<file path="config.mk">
export PLATFORM = sky130hd
export DESIGN_NAME = sample_serializer_flat
export DESIGN_NICKNAME = d
export VERILOG_FILES = /design/src/rtl/sample_serializer_if.sv /design/src/rtl/sample_serializer.sv /design/src/flat_wrapper.sv
export SDC_FILE = /design/constraint.sdc
export NUM_CORES = 1
export LEC_CHECK = 0
export CORE_MARGIN = 2
export CORE_UTILIZATION = 50
export CTS_CLUSTER_SIZE = 10
export DETAILED_ROUTE_END_ITERATION = 6
export GPL_ROUTABILITY_DRIVEN = 0
export PLACE_DENSITY = 0.81
export SYNTH_ARGS = -nofsm -noshare
export SYNTH_HDL_FRONTEND = slang
export SYNTH_SLANG_ARGS = --single-unit
</file>
<file path="constraint.sdc">
create_clock -name clk_in -period 2 [get_ports clk_in]
set_input_delay 0.6 -clock clk_in [delete_from_list [all_inputs] [get_ports clk_in]]
set_output_delay 0.6 -clock clk_in [all_outputs]
set_load 0.01 [all_outputs]
</file>
<file path="src/rtl/sample_serializer_if.sv">
// Sample input strobe plus serial DAC outputs of the sample serializer.
interface sample_serializer_if;
  logic [15:0] sample_in;
  logic        sample_valid_in;
  logic        bclk_out;
  logic        lrclk_out;
  logic        sdata_out;
  logic        underrun_out;
  logic        overrun_out;

  modport master (
    output sample_in, sample_valid_in,
    input  bclk_out, lrclk_out, sdata_out, underrun_out, overrun_out
  );

  modport slave (
    input  sample_in, sample_valid_in,
    output bclk_out, lrclk_out, sdata_out, underrun_out, overrun_out
  );
endinterface

</file>
<file path="src/rtl/sample_serializer.sv">
// Left-justified stereo serializer for the tone generator output.
// One-entry input buffer; the mono sample goes out on both channels, MSB first.
module sample_serializer #(
  parameter int unsigned CLK_DIV = 16
) (
  input logic                clk_in,
  input logic                reset_in,
  sample_serializer_if.slave bus
);
  localparam int unsigned   DW       = (CLK_DIV > 1) ? $clog2(CLK_DIV) : 1;
  localparam logic [DW-1:0] DIV_LAST = DW'(CLK_DIV - 1);

  logic [DW-1:0] div_cnt_q, div_cnt_d;
  logic          bclk_q, bclk_d;
  logic          lrclk_q, lrclk_d;
  logic          sdata_q, sdata_d;
  logic          underrun_q, underrun_d;
  logic          overrun_q, overrun_d;
  logic [4:0]    bit_cnt_q, bit_cnt_d;
  logic [15:0]   frame_sample_q, frame_sample_d;
  logic [15:0]   shift_q, shift_d;
  logic [15:0]   pending_q, pending_d;
  logic          pending_valid_q, pending_valid_d;

  logic          tick;
  logic          fall;
  logic          load;
  logic [4:0]    bit_next;

  always_comb begin
    tick     = (div_cnt_q == DIV_LAST);
    fall     = tick && bclk_q;
    bit_next = bit_cnt_q + 5'd1;
    load     = fall && (bit_next == 5'd0) && pending_valid_q;

    div_cnt_d      = tick ? '0 : div_cnt_q + DW'(1);
    bclk_d         = tick ? ~bclk_q : bclk_q;
    bit_cnt_d      = fall ? bit_next : bit_cnt_q;
    lrclk_d        = fall ? bit_next[4] : lrclk_q;
    sdata_d        = sdata_q;
    shift_d        = shift_q;
    frame_sample_d = frame_sample_q;
    underrun_d     = 1'b0;

    // All data movement happens on the edge that drives bclk low, so the
    // DAC sees a stable bit at the following rising edge.
    if (fall) begin
      if (bit_next == 5'd0) begin
        if (pending_valid_q) begin
          frame_sample_d = pending_q;
          shift_d        = pending_q;
          sdata_d        = pending_q[15];
        end else begin
          shift_d    = frame_sample_q;
          sdata_d    = frame_sample_q[15];
          underrun_d = 1'b1;
        end
      end else if (bit_next == 5'd16) begin
        shift_d = frame_sample_q;
        sdata_d = frame_sample_q[15];
      end else begin
        shift_d = {shift_q[14:0], 1'b0};
        sdata_d = shift_q[14];
      end
    end

    // A new sample arriving on the frame-start edge is not an overrun: the
    // frame takes the old value and the new one refills the buffer.
    pending_d       = pending_q;
    pending_valid_d = pending_valid_q && !load;
    overrun_d       = 1'b0;
    if (bus.sample_valid_in) begin
      pending_d       = bus.sample_in;
      pending_valid_d = 1'b1;
      overrun_d       = pending_valid_q && !load;
    end
  end

  always_ff @(posedge clk_in) begin
    if (reset_in) begin
      div_cnt_q       <= '0;
      bclk_q          <= 1'b0;
      lrclk_q         <= 1'b0;
      sdata_q         <= 1'b0;
      underrun_q      <= 1'b0;
      overrun_q       <= 1'b0;
      bit_cnt_q       <= 5'd31;
      frame_sample_q  <= '0;
      shift_q         <= '0;
      pending_q       <= '0;
      pending_valid_q <= 1'b0;
    end else begin
      div_cnt_q       <= div_cnt_d;
      bclk_q          <= bclk_d;
      lrclk_q         <= lrclk_d;
      sdata_q         <= sdata_d;
      underrun_q      <= underrun_d;
      overrun_q       <= overrun_d;
      bit_cnt_q       <= bit_cnt_d;
      frame_sample_q  <= frame_sample_d;
      shift_q         <= shift_d;
      pending_q       <= pending_d;
      pending_valid_q <= pending_valid_d;
    end
  end

  assign bus.bclk_out     = bclk_q;
  assign bus.lrclk_out    = lrclk_q;
  assign bus.sdata_out    = sdata_q;
  assign bus.underrun_out = underrun_q;
  assign bus.overrun_out  = overrun_q;
endmodule
</file>
<file path="src/flat_wrapper.sv">
// flat-port wrapper written by rule: the top's interface ports become plain ports
module sample_serializer_flat 
#(
  parameter int unsigned CLK_DIV = 16
)
  (clk_in, reset_in, bus_sample_in, bus_sample_valid_in, bus_bclk_out, bus_lrclk_out, bus_sdata_out, bus_underrun_out, bus_overrun_out);
  sample_serializer_if bus_i ();
  input logic clk_in;
  input logic reset_in;
  input wire logic [$bits(bus_i.sample_in)-1:0] bus_sample_in;
  input wire logic [$bits(bus_i.sample_valid_in)-1:0] bus_sample_valid_in;
  output wire logic [$bits(bus_i.bclk_out)-1:0] bus_bclk_out;
  output wire logic [$bits(bus_i.lrclk_out)-1:0] bus_lrclk_out;
  output wire logic [$bits(bus_i.sdata_out)-1:0] bus_sdata_out;
  output wire logic [$bits(bus_i.underrun_out)-1:0] bus_underrun_out;
  output wire logic [$bits(bus_i.overrun_out)-1:0] bus_overrun_out;
  assign bus_i.sample_in = bus_sample_in;
  assign bus_i.sample_valid_in = bus_sample_valid_in;
  assign bus_bclk_out = bus_i.bclk_out;
  assign bus_lrclk_out = bus_i.lrclk_out;
  assign bus_sdata_out = bus_i.sdata_out;
  assign bus_underrun_out = bus_i.underrun_out;
  assign bus_overrun_out = bus_i.overrun_out;
  sample_serializer #(.CLK_DIV(CLK_DIV)) u_core (.clk_in(clk_in), .reset_in(reset_in), .bus(bus_i));
endmodule
</file>
==> results of run 1 <==
-- cells in the mapped netlist (3+ instances only) --
cell and instances:
a211oi_1 14, a21oi_1 5, and3_1 4, buf_2 3, clkbuf_1 18, dfxtp_1 62
ha_1 3, mux2i_1 47, nand2_1 4, nand2b_1 3, nand3b_1 4, nor2_1 52
nor3b_1 15, o32ai_1 14, xnor2_1 3
-- state kept, by name, summed over array words and instances (netlist names) --
| name | count |
|---|---|
| u_core.bit_cnt_q | 5 |
| u_core.bus.lrclk_out | 1 |
| u_core.pending_valid_q | 1 |
| u_core.pending_q | 16 |
| u_core.bus.underrun_out | 1 |
| u_core.frame_sample_q | 16 |
| u_core.bus.overrun_out | 1 |
| u_core.bus.bclk_out | 1 |
| u_core.shift_q | 15 |
| u_core.bus.sdata_out | 1 |
| u_core.div_cnt_q | 4 |
-- stage by stage --
stage                     utilization, %  total power, uW  std cells  TNS [ns]
final                               64.9             2430        377         0
after global routing                64.9             2530        377   -0.0803
after CTS                           62.9             2460        376         0
after detailed placement            59.3             1450        360   -0.0276
after global placement              59.3             1450        360         0
after floorplan                        -             1390        279         0
-- how the worst min path moves through the flow --
stage	endpoint	start	slack [ns]
final	u_core.bus.sdata_out	u_core.bus.sdata_out	0.47
after detailed placement	u_core.bus.sdata_out	u_core.bus.sdata_out	0.45
after CTS	u_core.bus.sdata_out	u_core.bus.sdata_out	0.46
after global routing	u_core.div_cnt_q[0]	u_core.div_cnt_q[0]	0.51
after global placement	u_core.bus.sdata_out	u_core.bus.sdata_out	0.45
after floorplan	u_core.div_cnt_q[3]	u_core.div_cnt_q[3]	0.45
-- kinds of logic (layout without fill, tap and decap cells) --
family                     Yosys count  count (layout)  share of synthesized area [%]
xor gates and xnor gates             5               5                           1.61
and+or+nand+nor                     94              94                           17.9
AOI/OAI and AO/OA                   41              41                           11.6
muxes                               47              47                           17.3
buffers and inverters               27              55                           4.43
adders and majority gates            3               3                           1.38
DFF                                 62              62                           45.7
-- layout by cell type, fill, tap and decap left out, drive strengths merged, types with 2 or more instances in the layout --
cell / count
dfxtp: 62
nor2: 52
mux2i: 47
clkdlybuf4s50: 22
clkbuf: 17
nor3b: 15
o32ai: 14
a211oi: 14
buf: 14
a21oi: 5
nand2: 5
nand3b: 4
and3: 4
xnor2: 3
nand2b: 3
ha: 3
inv: 2
and2: 2
o21bai: 2
nor3: 2
xor2: 2
-- tightest hold or removal path, stage by stage (launching register included) --
cell	delay, ns
dfxtp_1	0.31
nand2_1	0.05
a21oi_1	0.06
-- metal layers --
layer,global-route usage [%],vias to the layer above
met5,0,-
met4,6.43,0
met3,7.09,10
met2,31.6,41
met1,22.9,1046
li1,-,1046
-- power by group through the flow --
stage / logic, uW / clock network, uW / registers, uW
5_1_grt: 160 / 1090 / 1280
3_3_place_gp: 142 / 0 / 1310
4_1_cts: 145 / 1030 / 1280
3_5_place_dp: 145 / 0 / 1310
6_report: 146 / 1010 / 1280
2_1_floorplan: 87.5 / 0 / 1300
-- layout make-up --
class,instances,share of cell area (%)
timing repair buffer,37,11.8
multi-input combinational,190,42.7
clock buffer,16,5.37
sequential,62,37.3
inverter,2,0.224
tap,70,2.61
-- repair_timing --
item | CTS | global route
gates cloned | 0 | 1
pin swaps | 0 | 4
hold buffers | 0 | 0
endpoints found under the hold margin | 0 | 0
gates resized for setup | 2 | 16
endpoints found under the setup margin | 1 | 29
==> results.ini, run 1 <==
[status]
outcome=finished clean

[setup_path]
critPathMaxStageDelay_ns=0.54
cp_top_family=simple AND/OR/NAND/NOR gates
crit_chain=ha_4 > and3_1 > a31oi_2 > or4b_4 > buf_12 > mux2i_1 > nor2_1
r2r_setup_slack_ns=0.01
cp_num_buf_inv=1
r2r_start=u_core.bit_cnt_q[1]
path_depth=7
worstPathRequired_ns=2.22
arrival_ns=2.21
critPathKind=flop to flop
cp_slowest_cell=or4b_4
reg2reg_depth=7
startpoint_type=flop
crit_end=u_core.frame_sample_q[14]
regToRegEndpoint=u_core.frame_sample_q[14]
startpoint=u_core.bit_cnt_q[1]
cp_max_fo=8
setup.worst_path.end_class=flop

[yosys]
syn_area_per_cell_um2=9.73
synth_area_leaders=dfxtp_1 (46%), mux2i_1 (17%), nor2_1 (7.2%), o32ai_1 (4.5%), nor3b_1 (4.1%)
synthArstFlopShare_pct=0
synth_edf_count=0
yosys_warnings=0
synthFlopType=dfxtp_1
synthesis.area_um2=2710
synth_top_area_share_pct=45.7
syn_inst=279
yosysSeqAreaShare_pct=45.7
synth_seq_cells=62
yosys.area.top_type=dfxtp_1
syn-num-nets=301
synth.distinct_cells=36

[placement]
place_area_um2=3070
post-place-ws_ns=-0.0276
post-dp-hpwl_mm=3.36
numPortBuffers=23

[drt]
met2WireLength_mm=2.87
first_pass_iters=4
via_count=2143
drt_iter0_drc=154
vias_per_cell=5.68
route.met3.wl_um=242
route.top_layer_used=met4
routedWlPerCell_um=15.1
antenna_left=0
routed_wl_mm=5.68
wl_met1_mm=2.48
post-route-drc-count=0

[floorplan]
die-area_um2=6030
dieWidth_um=77.7
initial_core_util_pct=52.5
die_h_um=77.7
row_count=26
ios=24
core_um2=5170

[power_and_ir_drop]
vdd_ir_drop_max_v=0.000444
internal_power_uw=1900
p_sw_uw=539
power_density_nw_per_um2=725
combPwrFrac_pct=6.0
p_leak_uw=0.00136
switching_share_pct=22.1
pwr-share-seq_pct=52.7
p_clk_share_pct=41.3

[timing]
fin_crit_sh_pct=99.4
setup_viol=0
slew_viol_final=0
hold_viol=0
hold_ws_ns=0.468
clock_skew_ns=0.00611
period_needed_ns=1.99
fin_ws_ns=0.0113
worst_slew_pin_slew_ns=0.335
timing.fmax_mhz=503
slew_headroom_pct=77.4
rsz0062_at_grt=true

[worst_hold_path]
worstHoldPathCells=2
min_path_type=flop to flop

[global_routing]
grt_max_degree=33
grt_use_total_pct=19.2
grt_pass1_wl_mm=9.15
antenna_found_initial=0
grt_pass1_vias=1947
overflow=0

[clock_tree]
cts.clk_slew.worst_paths_ns=0.06
cts_made_buffers=9
htree_num_levels=3
cts_tree=done
postCtsSetupRepairBufs=0
cts_sinks=62
cts_root_buf=clkbuf_8
clkLatencyLatePin_ns=0.34
clockBufferDepth=2

[cells_and_area]
antenna_cells=0
final_nets=324
multi_input_area_um2=1430
fillers=422
syn2layout_area_growth_pct=23.7
drive_gt1_share_pct=14.0
stdcell_area_um2=3360
regArea_um2=1250

[job]
drv_cap=0

(Power assumes the default switching activity.)
==> run 2: changes to the inputs <==
--- a/config.mk
+++ b/config.mk
@@ -9,8 +9,9 @@
 export CORE_UTILIZATION = 50
 export CTS_CLUSTER_SIZE = 10
 export DETAILED_ROUTE_END_ITERATION = 6
+export DONT_BUFFER_PORTS = 1
 export GPL_ROUTABILITY_DRIVEN = 0
-export PLACE_DENSITY = 0.81
+export PLACE_DENSITY = 0.76
 export SYNTH_ARGS = -nofsm -noshare
 export SYNTH_HDL_FRONTEND = slang
 export SYNTH_SLANG_ARGS = --single-unit
==> constraint.sdc (replaced) <==
create_clock -name clk_in -period 1.6 [get_ports clk_in]
set_input_delay 0.48 -clock clk_in [delete_from_list [all_inputs] [get_ports clk_in]]
set_output_delay 0.48 -clock clk_in [all_outputs]
set_load 0.01 [all_outputs]
==> run 2 against run 1 <==
  * The run now ends with negative setup slack left
  * Largest power group unchanged
  * Setup slack worse by 0.34 ns
  * Fmax is 3.3% higher
  * Non-clock buffer count fell by 5
==> results.ini, run 2 (same netlist as run 1, synthesis figures left out) <==
[cells_and_area]
final_nets=319  ; -1.5%
drive_gt1_share_pct=29.9  ; +16 points
stdcell_area_um2=3450  ; +2.6%
syn2layout_area_growth_pct=27.0
final_common_cell=dfxtp_1
final_cell_mix=dfxtp_1 (57), nor2_1 (52), mux2i_1 (47)
largest_registers=u_core.frame_sample_q: 16 flops, u_core.pending_q: 16 flops, u_core.shift_q: 15 flops
antenna_cells=0  ; unchanged

[setup_path]
arrival_ns=2.16  ; -0.05 ns
critPathKind=flop to flop
setup.worst_path.end_class=flop
worstPathRequired_ns=1.83  ; -0.39 ns
startpoint_type=flop
startpoint=u_core.bit_cnt_q[0]
r2r_setup_slack_ns=-0.33  ; -0.34 ns
cp_max_fo=8  ; unchanged
r2r_start=u_core.bit_cnt_q[0]

[drt]
antenna_left=0  ; unchanged
routedWlPerCell_um=16.8  ; +11%
routed_wl_mm=6.22  ; +9.6%
vias_per_cell=5.73  ; +0.76%
drt_iter0_drc=192  ; +25%
via_count=2125  ; -0.84%
first_pass_iters=4  ; unchanged
post-route-drc-count=0  ; unchanged

[global_routing]
grtUsageMet2_pct=32.2  ; +0.60 points
overflow=0  ; unchanged
grt_util_met3_pct=7.56  ; +0.47 points
grt_use_total_pct=21.1  ; +1.9 points
grt_pass1_wl_mm=9.89  ; +8.1%
antenna_found_initial=0  ; unchanged
grt_max_degree=64  ; +94%
grt_busiest_layer=met2
grt_pass1_vias=2105  ; +8.1%
grt_use_met1_pct=26.4  ; +3.5 points

[timing]
rsz0062_at_grt=true
tns_ns=-7.79  ; -7.79 ns
hold_ws_ns=0.211  ; -0.257 ns
fin_ws_ns=-0.325  ; -0.336 ns
clock_skew_ns=0.00835  ; +0.00224 ns
hold_viol=0  ; unchanged
period_needed_ns=1.93  ; -0.0636 ns
worst_slew_pin_slew_ns=0.329  ; -0.00637 ns
slew_headroom_pct=78.0  ; +0.58 points
setup_viol=35  ; +35
fin_crit_sh_pct=120  ; +21 points
slew_viol_final=0  ; unchanged
timing.fmax_mhz=519  ; +3.3%

[status]
outcome=finished with violations
violations=negative setup slack

[power_and_ir_drop]
fin_total_pwr_uw=2820  ; +16%
vdd_ir_drop_max_v=0.000634  ; +43%
power_density_nw_per_um2=817  ; +13%
p_leak_uw=0.00139  ; +2.0%

[placement]
post-dp-hpwl_mm=3.45  ; +2.7%
post-place-ws_ns=-0.354  ; -0.326 ns
place_area_um2=2990  ; -2.4%
numPortBuffers=0  ; -100%

[floorplan]
die-area_um2=6030  ; unchanged
ios=24  ; unchanged
dieWidth_um=77.7  ; unchanged
row_count=26  ; unchanged
core_um2=5170  ; unchanged
die_h_um=77.7  ; unchanged
initial_core_util_pct=52.5  ; unchanged

[worst_hold_path]
min_from=reset_in
min_path_type=input port to flop

[clock_tree]
cts_made_buffers=9  ; unchanged
clkLatencyLatePin_ns=0.34  ; about the same
htree_num_levels=3  ; unchanged
cts_tree=done
cts_sinks=62  ; unchanged
clockBufferDepth=2  ; unchanged
cts.clk_slew.worst_paths_ns=0.06  ; about the same
cts_root_buf=clkbuf_8

[job]
drv_cap=0  ; unchanged

run 2: final timing paths:
kind / to / depth (start not counted)
hold reg to reg: u_core.div_cnt_q[3] / 2
setup reg to reg: u_core.frame_sample_q[12] / 7
hold / removal: u_core.pending_q[4] / 1
setup / recovery: u_core.frame_sample_q[12] / 7
run 2: where the power goes:
part / total (uW) / internal [uW] / leakage (uW) / switching, uW
Clock: 1100 / 550 / 0.0000773 / 552
Sequential: 1600 / 1580 / 0.000503 / 25.3
Combinational: 112 / 66.0 / 0.000808 / 45.7
run 2: cell type report:
cell class                 count  area, um^2
clock buffer                  13         139
tap                           70        87.6
multi-input combinational    190        1620
timing repair buffer          32         329
inverter                       2        7.51
fill                         394        1730
clock inverter                 2        10.0
sequential                    62        1250
run 2: metrics by stage:
stage	utilization (%)	cells
6_report	66.6	371
5_1_grt	66.6	371
4_1_cts	64.0	370
3_5_place_dp	57.9	347
3_3_place_gp	57.9	347
2_1_floorplan	-	279
run 2: metal layers:
metal | vias up | part of all wire [%]
met4 | 0 | 1.7
met1 | 1031 | 45
met5 | - | 0
met3 | 12 | 3.8
met2 | 43 | 50
li1 | 1039 | -
run 2: worst max-delay path, cell delays in order (launching register included):
cell and delay (ns):
dfxtp_2 0.37, ha_2 0.19, and3_1 0.20, a31oi_4 0.10
or4b_4 0.54, clkbuf_16 0.20, mux2i_1 0.16, nor2_1 0.06
run 2: timing repair:
action,in CTS,in global routing
hold buffers,0,0
setup endpoints to repair,35,40
gates resized for setup,26,22
buffers inserted,6,0
pin swaps,8,5
cloned,2,1
==> run 3: changes to the inputs <==
--- a/config.mk
+++ b/config.mk
@@ -5,6 +5,7 @@
 export SDC_FILE = /design/constraint.sdc
 export NUM_CORES = 1
 export LEC_CHECK = 0
+export CAP_MARGIN = 10
 export CORE_MARGIN = 2
 export CORE_UTILIZATION = 50
 export CTS_CLUSTER_SIZE = 10
@@ -12,6 +13,7 @@
 export DONT_BUFFER_PORTS = 1
 export GPL_ROUTABILITY_DRIVEN = 0
 export PLACE_DENSITY = 0.76
+export SLEW_MARGIN = 20
 export SYNTH_ARGS = -nofsm -noshare
 export SYNTH_HDL_FRONTEND = slang
 export SYNTH_SLANG_ARGS = --single-unit
==> results of run 3 <==
The final DEF is identical to that of run 2; final timing and power are the same.
